**src/rtl/ft_fifo_dev_emu.sv**
```systemverilog
// Emulates the device side of a parallel byte FIFO bridge: host bytes queue to an
// rd_n-strobed master, master wr_n writes queue back to the host; latency host->rxf_n 2 cycles.

module ft_fifo_dev_emu_fifo #(
    parameter int DEPTH_LOG2 = 4
) (
    input  logic                  clk,
    input  logic                  rst,
    input  logic                  push,
    input  logic [7:0]            din,
    input  logic                  pop,
    output logic [7:0]            dout,
    output logic [DEPTH_LOG2:0]   count
);
    localparam int DEPTH = 1 << DEPTH_LOG2;

    logic [7:0]            mem_q [DEPTH];
    logic [DEPTH_LOG2-1:0] wptr_q, wptr_d, rptr_q, rptr_d;
    logic [DEPTH_LOG2:0]   count_q, count_d;

    // Callers only push when not full and only pop when non-empty.
    always_comb begin
        wptr_d  = wptr_q;
        rptr_d  = rptr_q;
        count_d = count_q;
        if (push) wptr_d = wptr_q + 1'b1;
        if (pop)  rptr_d = rptr_q + 1'b1;
        case ({push, pop})
            2'b10:   count_d = count_q + 1'b1;
            2'b01:   count_d = count_q - 1'b1;
            default: count_d = count_q;
        endcase
    end

    always_ff @(posedge clk) begin
        if (rst) begin
            wptr_q  <= '0;
            rptr_q  <= '0;
            count_q <= '0;
        end else begin
            wptr_q  <= wptr_d;
            rptr_q  <= rptr_d;
            count_q <= count_d;
        end
    end

    always_ff @(posedge clk) begin
        if (push) mem_q[wptr_q] <= din;
    end

    assign dout  = mem_q[rptr_q];
    assign count = count_q;
endmodule

module ft_fifo_dev_emu #(
    parameter int DEPTH_LOG2 = 4,
    parameter int RXF_GAP    = 2,
    parameter int TXE_GAP    = 2
) (
    input  logic       clk,
    input  logic       rst,
    input  logic [7:0] host_din,
    input  logic       host_din_valid,
    output logic       host_din_ready,
    output logic [7:0] host_dout,
    output logic       host_dout_valid,
    input  logic       host_dout_ready,
    output logic       rxf_n,
    output logic       txe_n,
    input  logic       rd_n,
    input  logic       wr_n,
    input  logic [7:0] data_i,
    output logic [7:0] data_o,
    output logic       data_oe,
    output logic       rd_err,
    output logic       wr_err
);
    localparam logic [DEPTH_LOG2:0] FULL_CNT = (DEPTH_LOG2 + 1)'(1 << DEPTH_LOG2);

    typedef enum logic [1:0] {R_IDLE, R_ACTIVE, R_GAP} rd_state_t;
    typedef enum logic       {W_READY, W_GAP}          wr_state_t;

    rd_state_t rd_state_q, rd_state_d;
    wr_state_t wr_state_q, wr_state_d;
    logic [7:0] rd_cnt_q, rd_cnt_d, wr_cnt_q, wr_cnt_d;
    logic rd_n_prev_q, wr_n_prev_q;
    logic rxf_n_q, rxf_n_d, txe_n_q, txe_n_d;
    logic data_oe_q, data_oe_d;
    logic [7:0] data_o_q, data_o_d;
    logic rd_err_q, rd_err_d, wr_err_q, wr_err_d;

    logic rd_fall, rd_rise, wr_fall;
    logic rx_push, rx_pop, tx_push, tx_pop;
    logic [7:0] rx_head, tx_head;
    logic [DEPTH_LOG2:0] rx_count, tx_count;

    ft_fifo_dev_emu_fifo #(.DEPTH_LOG2(DEPTH_LOG2)) u_rx_fifo (
        .clk(clk), .rst(rst), .push(rx_push), .din(host_din),
        .pop(rx_pop), .dout(rx_head), .count(rx_count)
    );

    ft_fifo_dev_emu_fifo #(.DEPTH_LOG2(DEPTH_LOG2)) u_tx_fifo (
        .clk(clk), .rst(rst), .push(tx_push), .din(data_i),
        .pop(tx_pop), .dout(tx_head), .count(tx_count)
    );

    assign rd_fall = rd_n_prev_q & ~rd_n;
    assign rd_rise = ~rd_n_prev_q & rd_n;
    assign wr_fall = wr_n_prev_q & ~wr_n;

    assign host_din_ready  = (rx_count != FULL_CNT);
    assign host_dout_valid = (tx_count != '0);
    assign rx_push         = host_din_valid & host_din_ready;
    assign tx_pop          = host_dout_valid & host_dout_ready;
    assign host_dout       = tx_head;

    always_comb begin
        rd_state_d = rd_state_q;
        rd_cnt_d   = rd_cnt_q;
        data_oe_d  = data_oe_q;
        data_o_d   = data_o_q;
        rd_err_d   = rd_err_q;
        rx_pop     = 1'b0;
        case (rd_state_q)
            R_IDLE: begin
                if (rd_fall) begin
                    if (!rxf_n_q) begin
                        rd_state_d = R_ACTIVE;
                        data_oe_d  = 1'b1;
                        data_o_d   = rx_head;
                    end else begin
                        rd_err_d = 1'b1;
                    end
                end
            end
            R_ACTIVE: begin
                if (rd_rise) begin
                    rx_pop     = 1'b1;
                    data_oe_d  = 1'b0;
                    rd_state_d = R_GAP;
                    rd_cnt_d   = 8'(RXF_GAP);
                end
            end
            R_GAP: begin
                if (rd_fall) rd_err_d = 1'b1;
                if (rd_cnt_q == 8'd0) rd_state_d = R_IDLE;
                else                  rd_cnt_d   = rd_cnt_q - 8'd1;
            end
            default: rd_state_d = R_IDLE;
        endcase
        // Uses the pre-update occupancy so a fresh host byte shows up two cycles later.
        rxf_n_d = !((rd_state_d == R_IDLE) && (rx_count != '0));
    end

    always_comb begin
        wr_state_d = wr_state_q;
        wr_cnt_d   = wr_cnt_q;
        wr_err_d   = wr_err_q;
        tx_push    = 1'b0;
        case (wr_state_q)
            W_READY: begin
                if (wr_fall) begin
                    if (!txe_n_q) begin
                        tx_push    = 1'b1;
                        wr_state_d = W_GAP;
                        wr_cnt_d   = 8'(TXE_GAP);
                    end else begin
                        wr_err_d = 1'b1;
                    end
                end
            end
            W_GAP: begin
                if (wr_fall) wr_err_d = 1'b1;
                if (wr_cnt_q == 8'd0) wr_state_d = W_READY;
                else                  wr_cnt_d   = wr_cnt_q - 8'd1;
            end
            default: wr_state_d = W_READY;
        endcase
        txe_n_d = !((wr_state_d == W_READY) && (tx_count != FULL_CNT));
    end

    always_ff @(posedge clk) begin
        if (rst) begin
            rd_state_q  <= R_IDLE;
            wr_state_q  <= W_READY;
            rd_cnt_q    <= 8'd0;
            wr_cnt_q    <= 8'd0;
            rd_n_prev_q <= 1'b1;
            wr_n_prev_q <= 1'b1;
            rxf_n_q     <= 1'b1;
            txe_n_q     <= 1'b1;
            data_oe_q   <= 1'b0;
            data_o_q    <= 8'h00;
            rd_err_q    <= 1'b0;
            wr_err_q    <= 1'b0;
        end else begin
            rd_state_q  <= rd_state_d;
            wr_state_q  <= wr_state_d;
            rd_cnt_q    <= rd_cnt_d;
            wr_cnt_q    <= wr_cnt_d;
            rd_n_prev_q <= rd_n;
            wr_n_prev_q <= wr_n;
            rxf_n_q     <= rxf_n_d;
            txe_n_q     <= txe_n_d;
            data_oe_q   <= data_oe_d;
            data_o_q    <= data_o_d;
            rd_err_q    <= rd_err_d;
            wr_err_q    <= wr_err_d;
        end
    end

    assign rxf_n   = rxf_n_q;
    assign txe_n   = txe_n_q;
    assign data_oe = data_oe_q;
    assign data_o  = data_o_q;
    assign rd_err  = rd_err_q;
    assign wr_err  = wr_err_q;
endmodule

```
**config.mk**
```make
export PLATFORM = sky130hd
export DESIGN_NAME = ft_fifo_dev_emu
export DESIGN_NICKNAME = d
export VERILOG_FILES = /design/src/rtl/ft_fifo_dev_emu.sv
export SDC_FILE = /design/constraint.sdc
export NUM_CORES = 1
export LEC_CHECK = 0
export CAP_MARGIN = 20
export CORE_AREA = 3 3 174 134
export CTS_CLUSTER_SIZE = 20
export DETAILED_ROUTE_END_ITERATION = 10
export DIE_AREA = 0 0 177 137
export PLACE_DENSITY_LB_ADDON = 0.1
export SLEW_MARGIN = 10
export SYNTH_ARGS = -nofsm -noshare
export SYNTH_HDL_FRONTEND = slang
export SYNTH_SLANG_ARGS = --single-unit
export TNS_END_PERCENT = 5
```
**constraint.sdc**
```tcl
create_clock -name clk -period 4.3 [get_ports clk]
set_input_delay 0.43 -clock clk [delete_from_list [all_inputs] [get_ports clk]]
set_output_delay 0.43 -clock clk [all_outputs]
set_load 0.01 [all_outputs]
```
==> results.md <==
- Placed inst area: 0.01363 mm²
- Inserted Diodes: 0
- Worst-path fanout max: 32
- Setup Buffers After CTS: 0
- Seq/Total Area, Yosys: 69.50%
- Mean Syn Cell Area: 17.00 µm²
- Setup crit end kind: primary output
- GRT Resource Usage Total: 21.20%
- Setup TNS: 0 ps
- Met1 WL: between 10 and 15 mm
- Fraction of layout cells with a size suffix above 1: 18.71%
- Crit path kind: flip-flop to primary output
- Antenna viol nets, final: 0
- WP data arrival: 3040 ps
- Fmax: 287.9 MHz
- Placer Congestion: 0.7541
- Number of CTS-inserted buffers: 30
- Final Max Slew Viols: 0
- Hold WC Path Type: flip-flop to flip-flop
- CTS resizes: 0
- Status: finished, final reports clean
- Synth warn: 0
- DR pass1 iterations: 4
- Count of cell types in the netlist: around 60
- Initial Util: 59.14%
- Synthesized net count: 800
- Crit start category: flip-flop
- Pwr Density: 476.2 mW/mm²
- WL/cell: 22.14 µm
- Clock buffer depth: 3
- Post-synthesis async set-or-reset flop share: 0%
- Initial DRC count: 617
- Post-synth EDFFs: around 260
- Die area: ~0.024 mm²
- Largest net degree at the start of global routing: 54
- DR top layer: met4
- Count of max-cap constraint violations: 0
- Cells after Synth: about 760
- Total grt overflow: 0
- Leakage: ~4.7 nW
- Rel. slew slack: 33.06%
- I/O pins: 45
- CP Data Required Time: slightly below 4000 ps
- CTS tree: built
- First-pass GRT wire length: 39.23 mm
- Met2 WL: 11.83 mm
- Synth area leader: edfxtp_1
- Share of the synthesized area in the top cell type: between 50 and 60%
- Worst-Skew Late Latency: 550 ps
- Worst-margin pin slew: 1004 ps
- Met3 WL: 1.214 mm
- Final period util: roughly four fifths
- NumNets Final: 851
- Initial antenna violation count: 0
- #FFs+latches synth: 320
- Vias in the first global route: 6,953
- Placeable core area: 0.02182 mm²
- Clk sinks: 320
- Commonest register cell after synthesis: edfxtp_1
- Reg clk slew, reported paths: 70 ps
- Post-DP HPWL: 15.82 mm
- Top post-synthesis cells by area: edfxtp_1 (60%), mux4_2 (13%), dfxtp_1 (9.9%)
- Residual DRC count: 0
- Hold buffer count at CTS: 0
- Vias per cell: 6.055
- Die Wd: 177 µm
- Row Count: 47
- Area grow syn2layout: 13.09%
- RSZ-0062 raised after global routing: false
- Final clock skew: between 10 and 15 ps
- Buffers on Ports: 44
- VDD IR max: 0.3602 mV
- Htree depth: 1
- Final setup viols: 0
- DRT Wirelength: ~25 mm
- Final-report hold violation count: 0
- Synth Cell Area: 0.01290 mm²
- R2r setup slk: 1020 ps
- Fin crit period: 3474 ps
- Vias: 6,830
- Die height: about 140 µm
- Root buffer cell: clkbuf_16
- Design Area, Final: 0.01459 mm²
[cell usage after synthesis, types with 5 or more instances]
master      n
nand2_1    22
xor2_1     15
o21ai_0     5
mux4_2     72
nor3_1     16
xnor2_1     7
or2_2       5
or4_1       6
o31ai_1     5
edfxtp_1  256
nand2b_1    8
dfxtp_1    64
nor2b_1     8
inv_1      18
clkbuf_1   23
a221o_1     9
mux2_2     10
nor2_1     77
ha_1       19
a211o_1     5
or3_1       7
mux2i_1    15
o211ai_1    6
buf_2      10
a21oi_1    18
[flip-flops by register name, summed over array words and instances, names as in the netlist, 5 cells and up, named ones only]
signal and cells:
u_rx_fifo.mem_q 128, u_tx_fifo.mem_q 128, data_o 8, rd_cnt_q 8
wr_cnt_q 8, u_rx_fifo.count 5, u_tx_fifo.count 5
[report_power, final]
| group | total [mW] | switching [mW] | internal, mW |
|---|---|---|---|
| clock | 2.57 | 1.11 | 1.45 |
| combinational | 0.895 | 0.436 | 0.459 |
| sequential | 3.49 | 0.0689 | 3.42 |
[kinds of logic (layout without fill, tap and decap cells)]
| kind of cell | count (synthesis) | count (layout) | share of synthesized area (%) |
|---|---|---|---|
| muxes | 97 | 97 | 14.60 |
| AOI/OAI and AO/OA | 67 | 67 | 3.724 |
| xor gates and xnor gates | 22 | 22 | 1.493 |
| and+or+nand+nor | 177 | 177 | 6.836 |
| buffers and inverters | 57 | 132 | 1.997 |
| adders and majority gates | 19 | 19 | 1.842 |
| DFF | 320 | 320 | 69.50 |
[metal layers]
| layer | vias to the layer above | GRT usage (%) |
|---|---|---|
| li1 | 3069 | - |
| met1 | 3509 | 32.49 |
| met5 | - | 0 |
| met2 | 218 | 33.21 |
| met3 | 34 | 3.106 |
| met4 | 0 | 4.187 |
[cell usage in the layout, fill, tap and decap left out, types with 8 or more instances in the layout]
master and n:
mux2_2 10, nor3_1 16, a21oi_1 18, dfxtp_1 62
buf_4 14, edfxtp_1 256, mux2i_1 15, ha_1 19
a221o_1 9, clkinv_1 12, inv_1 18, clkbuf_16 30
clkdlybuf4s50_1 43, nand2b_1 8, nor2_1 77, nor2b_1 8
xor2_1 15, nand2_1 22, mux4_2 72
[metrics by stage]
stage,utilization (%),total power [mW],hold WS (ps),instances,setup slack [ps]
global placement,62.48,4.411,438.1,1072,1054
detailed placement,62.48,4.452,447.6,1072,909.0
finish,66.89,6.950,452.2,1128,826.3
floorplan,-,4.151,455.6,759,1165
global route,66.89,7.204,478.8,1128,673.8
CTS,66.89,7.006,456.1,1128,749.5
[worst max-delay path, cell delays in order (launching register included)]
cell,delay (ps)
dfxtp_2,310
buf_4,520
mux4_2,620
mux4_2,500
clkdlybuf4s50_1,520
[worst paths after layout]
| path | startpoint | cells after the start | end |
|---|---|---|---|
| min | rd_err | 2 | rd_err |
| min reg2reg | rd_err | 2 | rd_err |
| max reg2reg | u_tx_fifo.count[1] | 10 | u_tx_fifo.count[4] |
| max | flip-flop | 4 | host_dout[5] |
[cell type report]
cell class	instances	area (µm²)
tap	294	367.9
clock buffer	31	754.5
inverter	18	67.56
multi-input combinational	382	3684
clock inverter	25	207.7
fill	1420	7224
sequential	320	8971
timing repair buffer	58	540.5
No activity file was read; power rests on OpenSTA's default activity.
